<file path="config.mk">
export PLATFORM = sky130hd
export DESIGN_NAME = pipe_stall_ctrl
export DESIGN_NICKNAME = d
export VERILOG_FILES = /design/src/rtl/pipe_stall_ctrl.sv
export SDC_FILE = /design/constraint.sdc
export NUM_CORES = 1
export LEC_CHECK = 0
export CAP_MARGIN = 0
export CORE_ASPECT_RATIO = 0.75
export CORE_MARGIN = 2
export CORE_UTILIZATION = 55
export CTS_CLUSTER_SIZE = 40
export DETAILED_ROUTE_END_ITERATION = 10
export MAX_ROUTING_LAYER = met4
export PLACE_DENSITY = 0.85
export SLEW_MARGIN = 0
export SYNTH_ARGS = -nofsm -noshare
export SYNTH_HDL_FRONTEND = slang
export SYNTH_SLANG_ARGS = --single-unit
</file>
<file path="constraint.sdc">
create_clock -name clock -period 3.2 [get_ports clock]
set_input_delay 0.96 -clock clock [delete_from_list [all_inputs] [get_ports clock]]
set_output_delay 0.96 -clock clock [all_outputs]
set_load 0.01 [all_outputs]
</file>
<file path="src/rtl/pipe_stall_ctrl.sv">
// rtl/pipe_stall_ctrl.sv - MIPS32 5-stage pipeline interlock, mult/div sequencing and memory-wait watchdog
module pipe_stall_ctrl #(
    parameter int unsigned MD_CYCLES       = 32,
    parameter int unsigned MEM_TIMEOUT     = 255,
    parameter bit          FLUSH_ON_BRANCH = 1'b0
) (
    input  logic        clock,
    input  logic        resetn,
    input  logic        lu_hazard,
    input  logic        md_start,
    input  logic        md_use,
    input  logic        branch_taken,
    input  logic        mem_req,
    input  logic        mem_ack,
    output logic        wpc,
    output logic        wpcir,
    output logic        bubble,
    output logic        freeze_back,
    output logic        flush_if,
    output logic        md_busy,
    output logic        md_done,
    output logic        mem_err,
    output logic [31:0] stall_cycles
);

    localparam int MDW = $clog2(MD_CYCLES + 1);
    localparam int WW  = $clog2(MEM_TIMEOUT + 1);

    typedef enum logic {ST_RUN, ST_MEMW} state_t;

    state_t           r_state;
    state_t           w_state_nxt;
    logic [MDW-1:0]   r_md_cnt;
    logic [WW-1:0]    r_wait_cnt;
    logic             r_md_done;
    logic             r_mem_err;
    logic [31:0]      r_stall_cycles;
    logic             w_freeze;
    logic             w_id_stall;
    logic             w_md_accept;

    assign w_freeze    = mem_req & ~mem_ack;
    assign md_busy     = (r_md_cnt != '0);
    assign w_id_stall  = lu_hazard | (md_busy & (md_use | md_start));
    assign w_md_accept = md_start & ~md_busy & ~w_freeze & ~lu_hazard;

    assign md_done      = r_md_done;
    assign mem_err      = r_mem_err;
    assign stall_cycles = r_stall_cycles;

    // Memory wait freezes the back end wholesale; ID hazards only inject a bubble.
    always_comb begin
        wpc         = 1'b1;
        wpcir       = 1'b1;
        bubble      = 1'b0;
        freeze_back = 1'b0;
        if (!resetn) begin
            wpc    = 1'b0;
            wpcir  = 1'b0;
            bubble = 1'b1;
        end else if (w_freeze) begin
            wpc         = 1'b0;
            wpcir       = 1'b0;
            freeze_back = 1'b1;
        end else if (w_id_stall) begin
            wpc    = 1'b0;
            wpcir  = 1'b0;
            bubble = 1'b1;
        end
        flush_if = FLUSH_ON_BRANCH & branch_taken & wpcir;
    end

    always_comb begin
        w_state_nxt = r_state;
        case (r_state)
            ST_RUN:  if (w_freeze) w_state_nxt = ST_MEMW;
            ST_MEMW: if (!w_freeze) w_state_nxt = ST_RUN;
            default: w_state_nxt = ST_RUN;
        endcase
    end

    always_ff @(posedge clock or negedge resetn) begin
        if (!resetn) begin
            r_state        <= ST_RUN;
            r_wait_cnt     <= '0;
            r_md_cnt       <= '0;
            r_md_done      <= 1'b0;
            r_mem_err      <= 1'b0;
            r_stall_cycles <= '0;
        end else begin
            r_state <= w_state_nxt;

            if (!w_freeze)
                r_wait_cnt <= '0;
            else if (r_state == ST_RUN)
                r_wait_cnt <= WW'(1);
            else if (r_wait_cnt != '1)
                r_wait_cnt <= r_wait_cnt + WW'(1);

            if (w_freeze && (r_wait_cnt == WW'(MEM_TIMEOUT)))
                r_mem_err <= 1'b1;

            // The iterative unit keeps counting through freezes.
            if (w_md_accept)
                r_md_cnt <= MDW'(MD_CYCLES);
            else if (md_busy)
                r_md_cnt <= r_md_cnt - MDW'(1);

            r_md_done <= (r_md_cnt == MDW'(1));

            if (!wpc)
                r_stall_cycles <= r_stall_cycles + 32'd1;
        end
    end

endmodule
</file>
### Word-level counts from Yosys, hierarchy flattened

Index checks and enable logic that the tools add are counted.

* $add $sub $neg: 3
* eq/ne operators: 4
* mux-type cells: 13
* bitwise logic cells: 11
* reductions and logical operators: 3

Operators by type and width (count)
* 32-bit by 1-bit adder with 32-bit output, second input constant: 1
* 8-bit 2-to-1 mux: 3
* 6-bit 2-to-1 mux: 2
* 8-bit by 1-bit adder with 8-bit output, second input constant: 1
* 8-bit equality test, second input constant: 1
* 1-bit 2-to-1 mux: 8
* 8-bit inequality test, second input constant: 1
* 6-bit by 1-bit equality test with 1-bit output, second input constant: 1
* 6-bit nonzero test: 1
* 6-bit by 1-bit subtractor with 6-bit output, second input constant: 1
* 1-bit bitwise AND: 5
* 1-bit inverter: 4
* 3-bit by 2-bit inequality test with 1-bit output, second input constant: 1
* 1-bit bitwise OR: 2
* 2-bit nonzero test: 1
* 1-bit logical AND: 1

* flip-flop bits (word level): 49
* input bits: 8
* output and inout bits: 40
* logic and storage cells: 40

### Logic depth before layout (Yosys ltp)

Gate-level depths: netlist (run 1).

* depth after elaboration: 6
* mapped depth: 8
* gate-level depth less buffers: 7

### Worst setup path before layout (run 1)

Ideal clock, no wire load.

* path kind: in2out
* start point: input md_start
* end point: output wpcir
* data arrival time: 1919 ps
* required time: 2240 ps
* slack: 321 ps
* stages on the path: 4
* buffers on the path: 1
* cell sequence: or2_2 a21boi_0 nor2_1 buf_4

* longest elaborated chain between the ends: 6

RTL lines
* start, declared: RTL line 10 `input logic md_start,`
* 1-bit bitwise OR: RTL line 44 `assign w_id_stall = lu_hazard | (md_busy & (md_use | md_start));`
* 1-bit bitwise AND: RTL line 44
* 1-bit bitwise OR: RTL line 44
* 1-bit 2-to-1 mux (3 in series)
* end, declared: RTL line 16 `output logic wpcir,`

Every way passes these cells.

### Final worst setup path (run 1)

* start point: input md_start
* end point: output wpcir

* longest elaborated chain between the ends: 6

RTL lines
* 1-bit bitwise OR: RTL line 44
* 1-bit bitwise AND: RTL line 44
* 1-bit bitwise OR: RTL line 44
* 1-bit 2-to-1 mux: RTL line 65 `end else if (w_id_stall) begin`
* 1-bit 2-to-1 mux: RTL line 61 `end else if (w_freeze) begin`
* 1-bit 2-to-1 mux: RTL line 57 `if (!resetn) begin`

Every way passes these cells.

==> results of run 1 <==
## worst max path at each step
stage / slack [ns] / from / to
finish: 0.07 / md_start / wpcir
global route: 0.005 / md_start / bubble
CTS: 0.004 / md_start / wpc
detailed placement: -0.44 / md_start / wpc
global placement: -0.39 / md_start / wpc
floorplan: 0.32 / md_start / wpcir
## per-layer routing
metal / wire length, um / vias to the layer above / track usage (%)
met1: 2230 / 874 / 29.6
met5: 0 / - / -
met4: 55 / 0 / 5.33
li1: - / 888 / -
met3: 262 / 6 / 5.95
met2: 2180 / 64 / 33.4
## report_power, final
part	switching, W	internal, W
clock	0.000219	0.000158
sequential	0.000140	0.000729
combinational	0.000261	0.000302
total	0.000619	0.00119
## logic make-up after synthesis
kind of cell	synth area share (%)
other	0.158
multiplexers	0.897
AO/OA/AOI/OAI	7.17
adder cells (fa/ha/maj)	2.64
AND/OR/NAND/NOR	21.7
XOR/XNOR	12.9
buffers and inverters	2.85
flip-flops	51.7
## cells in the mapped netlist (2+ instances only)
cell type / n
nor4_1: 3
buf_4: 2
nand4_1: 8
ha_1: 5
a21oi_1: 6
xnor2_1: 26
or2_2: 2
a211oi_1: 2
dfrtp_1: 49
nor2_1: 20
xor2_1: 9
nand3_1: 18
and3_1: 4
a31oi_1: 2
nor3b_1: 4
and2_1: 2
a21o_1: 2
inv_1: 10
nand2b_1: 2
nor3_1: 3
a21boi_0: 2
o21ai_0: 5
nand2_1: 16
## state kept, by name, summed over array words and instances (netlist names)
name,flops
mem_err,1
r_state,1
r_md_cnt,6
md_done,1
r_wait_cnt,8
stall_cycles,32
## per-stage QoR
stage	area (um2)	hold slack (ns)
2_1_floorplan	2370	0.419
3_3_place_gp	2930	0.422
6_report	3040	0.444
3_5_place_dp	2930	0.427
4_1_cts	3030	0.448
5_1_grt	3040	0.474
## worst max-delay path, cell delays in order
cell and delay (ns):
clkdlybuf4s50_1 0.42, or2_4 0.26, a21boi_2 0.17, nor2_1 0.11, buf_4 0.15, buf_6 0.10
## area by class of cell
type	count	area share (%)
timing repair buffer	55	17.0
tap	55	2.26
clock inverter	3	0.823
clock buffer	5	2.26
multi-input combinational	160	36.1
inverter	10	1.23
sequential	49	40.3
## timing repair
action	4_1_cts	5_1_grt
resized for setup	19	2
pin swaps	1	1
endpoints found under the setup margin	4	4
==> summary.md, run 1 <==
| Metric | Value |
|---|---|
| Crit start category | input pin |
| DR iter-0 viols | 129 |
| Die H | roughly 61 um |
| Chip Width | approximately 80 um |
| Routed length per instance | about 14 um |
| RD Place Congestion | around 0.83 |
| Leak | 1.24 nW |
| GRT Util Overall | 21.9% |
| CP Data Required Time | about 2.2 ns |
| DRC viols | 0 |
| Crit. End Element | output port |
| Worst EP arrival | approximately 2.2 ns |
| Synth top area share | around 52% |
| Setup CP Type | in -> out |
| Cell Area, Synth | 2370 um2 |
| Min setup slack post-route | around 0.070 ns |
| Site Rows | 20 |
| Max rail drop VDD | ~440 uV |
| RR Endpoint | stall_cycles[17]$_DFFE_PN0N_ |
| Clock tree buffer depth | 2 |
| # diodes | 0 |
| Least-Margin Pin Slew | about 0.60 ns |
| Slew headroom | 60.1% |
| Hold WC Path Type | reg -> reg |
| Synth-to-Final Area Change | 28.2% |
| Core area | a little over 4000 um2 |
| # fillers | between 200 and 300 |
| Footprint of the multi-input gates | 1100 um2 |
| Post-synth ARST share | 100% |
| Post-CTS setup buffer count | 0 |
| Number of global-route vias before repair | between 1.5k and 2k |
| Clock Latency Late Sink | roughly 0.31 ns |
| Max Clk Rate | between 0.3 and 0.4 GHz |
| TritonCTS buffer count | 5 |
| Number of enable flip-flop cells after synthesis | 0 |
| Hold Path Stages | 1 |
| Layout cells sized above 1 | about an eighth |
| Synth Register Bits | 49 |
| IO buf count | 45 |
| Nets | between 200 and 300 |
| Worst-case hold path end point | r_wait_cnt[0]$_DFFE_PN0P_ |
| Vias | 1832 |
| Total gr overflow | 0 |
| Hold_buf cts | 0 |
| Drt via density | between 5 and 6 |
| Final instance count without filler cells | around 340 |
| Skew final | 0.0111 ns |
| MaxCap Viol Count | 0 |
| TritonCTS clock tree | done |
| Pins Over Slew Limit | 0 |
| Min-delay src | r_state$_DFF_PN0_ |
| Main synth FF type | dfrtp_1 |
| WL final | approximately 4700 um |
| Hold Fails Final Rpt | 0 |
| Worst R2R Path Depth | 7 |
| Largest area contributor in the netlist | dfrtp_1 |
| Final ANT Viol Nets | 0 |
| Clk sinks | slightly below 50 |
| Initial core utilization | 57.8% |
| Pwr Density | just under 600 nW/um2 |
| Ports | 48 |
| Placement Setup Slack | -0.444 ns |
| DIE AREA | ~5000 um2 |
| FF/Latch Area | approximately 1200 um2 |
| Area contributors post-synth | dfrtp_1 (52%), xnor2_1 (9.6%), nand3_1 (3.8%) |
| Sequential-to-total area share from yosys stat | between 50% and 60% |
| Initial antenna violation count | 0 |
| Cell count after synthesis | approximately 220 |
| Root Buffer | clkbuf_8 |
| Synth cell types | 44 |
| Drt pass-1 iters | 4 |
| Largest net degree at the start of global routing | 50 |
| Commonest non-fill, non-tap cell in the layout | dfrtp_1 |
| Crit path time final | ~3.1 ns |
| Reg-to-reg setup timing slack | 0.73 ns |
| Placed cells | about 330 |
| RR Startpoint | r_md_cnt[0]$_DFFE_PN0P_ |
| First-pass GRT wire length | slightly below 8000 um |
| Critical path peak fanout | 3 |
| Final HPWL DP | about 3500 um |
| H-tree Lvls | 2 |
| Most frequent cells in the layout | dfrtp_1 (49), clkdlybuf4s50_1 (40), xnor2_1 (26) |
| Clk slew on worst S/H paths | ~0.09 ns |
| Syn_nets | between 200 and 250 |
| Unrepaired setup endpoints after global routing | false |
| Fin Setup TNS | 0 ns |
| Outcome | finished clean |
| Syn avg cell area | ~11 um2 |
| Total number of yosys warnings | 0 |
| Fin crit share | 97.8% |
| Setup-failing EPs final | 0 |
| Design Power | between 0.0015 and 0.002 W |
| Post-layout util | 74.1% |
Note: power is estimated with default switching activity, not from simulation.
==> run 2, diff against run 1 <==
Settings changed: GPL_TIMING_DRIVEN set to 0, RECOVER_POWER set to 25.
==> run 2 against run 1 <==
  * Register-to-register slack gained 0.16 ns
  * Clock skew shrank 0.0060 ns
  * Die area is the same
  * Global-route usage shrank 0.95 points
  * Via count shrank 0.71%
==> summary.md, run 2 (synthesized netlist as in run 1, its figures left out) <==
| Metric | Value |
|---|---|
| Crit path time final | roughly 3.1 ns |
| WHS | about 0.45 ns |
| DR iter-0 viols | 80 |
| Post-layout util | around 75% |
| Crit start category | input pin |
| Worst-case hold path end point | r_wait_cnt[0]$_DFFE_PN0P_ |
| GRT Util Overall | between 20% and 30% |
| # diodes | 0 |
| Die H | ~61 um |
| Initial antenna violation count | 0 |
| Number of global-route vias before repair | approximately 1.7k |
| TritonCTS clock tree | done |
| Max rail drop VDD | 412 uV |
| Setup CP Type | in -> out |
| Layout cells sized above 1 | between 10% and 20% |
| RD Place Congestion | about 0.8 |
| Clk slew on worst S/H paths | ~0.090 ns |
| Crit. End Element | output port |
| Most frequent cells in the layout | dfrtp_1 (49), clkdlybuf4s50_1 (38), xnor2_1 (26) |
| Final ANT Viol Nets | 0 |
| Hold WC Path Type | reg -> reg |
| Max FFs per register | 32 |
| WL final | approximately 4500 um |
| DIE AREA | roughly 5000 um2 |
| MaxCap Viol Count | 0 |
| Reg-to-reg setup timing slack | between 0.8 and 0.9 ns |
| Outcome | finished clean |
| Pwr Density | a little under 600 nW/um2 |
| Pins Over Slew Limit | 0 |
| H-tree Lvls | 2 |
| Drt via density | 5.41 |
| Chip Width | around 80 um |
| Fin Setup TNS | 0 ns |
| Hold_buf cts | 0 |
| RR Startpoint | r_md_cnt[0]$_DFFE_PN0P_ |
| Worst path slowest cell | clkdlybuf4s50_1 |
| Site Rows | 20 |
| Vias | 1819 |
| Highest metal layer with signal wires | met4 |
| Footprint of the multi-input gates | ~1100 um2 |
| DR WL met2 | around 2100 um |
| Drt pass-1 iters | 4 |
| Clock tree buffer depth | 2 |
| Total gr overflow | 0 |
| Largest net degree at the start of global routing | 28 |
| Crit path cell chain | clkdlybuf4s50_1 > nand2b_2 > inv_1 > and2_1 > dlygate4sd2_1 |
| IO buf count | 45 |
| FF/Latch Area | between 1000 and 1500 um2 |
| Core area | approximately 4000 um2 |
| Hold Fails Final Rpt | 0 |
| Max stage delay on crit path | roughly 0.45 ns |
| Worst R2R Path Depth | 8 |
| Routed length per instance | 13.4 um |
| Nets | ~290 |
| Min-delay src | r_state$_DFF_PN0_ |
| Metal3 WL | roughly 170 um |
| TritonCTS buffer count | 5 |
| Fin crit share | between 90% and 100% |
| CP Data Required Time | 2.24 ns |
| Synth-to-Final Area Change | 29.3% |
| Worst EP arrival | ~2.1 ns |
| Met1 WL | around 2200 um |
| Clock Latency Late Sink | around 0.30 ns |
| Slew headroom | between 50% and 60% |
| Max Clk Rate | around 0.33 GHz |
| Setup-failing EPs final | 0 |
| Leak | around 1.3 nW |
| Skew final | 0.00513 ns |
| First-pass GRT wire length | 7570 um |
| # fillers | a little under 300 |
| Unrepaired setup endpoints after global routing | false |
| RR Endpoint | stall_cycles[27]$_DFFE_PN0N_ |
| Initial core utilization | about 58% |
| Hold Path Stages | 1 |
| Commonest non-fill, non-tap cell in the layout | dfrtp_1 |
| Root Buffer | clkbuf_8 |
| Least-Margin Pin Slew | roughly 0.62 ns |
| Clk sinks | 49 |
| Final HPWL DP | approximately 3300 um |
| Ports | 48 |
| Critical path peak fanout | 6 |
| DRC viols | 0 |
==> run 2: cell count changes in the layout (fill, tap and decap cells not counted), sizes merged <==
cell / previous run / this run
inv: 11 / 10
clkdlybuf4s50: 40 / 38
dlymetal6s2s: 0 / 1
buf: 14 / 11
clkinv: 1 / 2
dlygate4sd2: 1 / 3
clkbuf: 5 / 6
==> run 2: stage by stage <==
step	std cells	total power [W]	setup slack, ns	area [um2]
2_1_floorplan	223	0.00116	0.321	2370
3_3_place_gp	323	0.00138	-2.17	2890
3_5_place_dp	324	0.00140	-0.774	2910
4_1_cts	336	0.00177	0.00122	3050
5_1_grt	336	0.00189	0.0317	3070
6_report	336	0.00178	0.140	3070
==> run 2: timing repair <==
action                                  in CTS  in global routing
pin swaps                                    2                  2
endpoints found under the setup margin       4                  4
resized for setup                           20                  5
buffers inserted                             5                  1
==> run 2: how the worst max path moves through the flow <==
stage | from | to | slack [ns] | depth (start not counted)
final | mem_ack | freeze_back | 0.14 | 5
after global routing | resetn | wpcir | 0.03 | 8
after CTS | md_use | bubble | 0.001 | 6
after detailed placement | resetn | wpcir | -0.77 | 7
after global placement | resetn | wpcir | -2.17 | 6
after floorplan | md_start | wpcir | 0.32 | 4
==> run 2: area by class of cell <==
class,count,area share [%]
tap,55,2.24
buffer,4,1.10
timing repair buffer,50,16.5
inverter,10,1.22
clock buffer,5,2.24
multi-input combinational,160,36.1
clock inverter,3,0.571
sequential,49,40.0
==> run 2: critical path: cells and delay by family <==
family                 cells  cell delay [ns]
buffers and inverters      3             0.82
AND/OR/NAND/NOR            2             0.32
==> run 2: report_power, final <==
group	internal (W)	switching (W)	total (W)
logic	0.000295	0.000254	0.000549
clock network	0.000151	0.000207	0.000358
registers	0.000729	0.000143	0.000872
==> run 2: per-layer routing <==
layer	vias up	GRT usage (%)
li1	887	-
met1	878	26.5
met2	44	33.7
met3	10	4.17
met4	0	8.47
met5	-	-
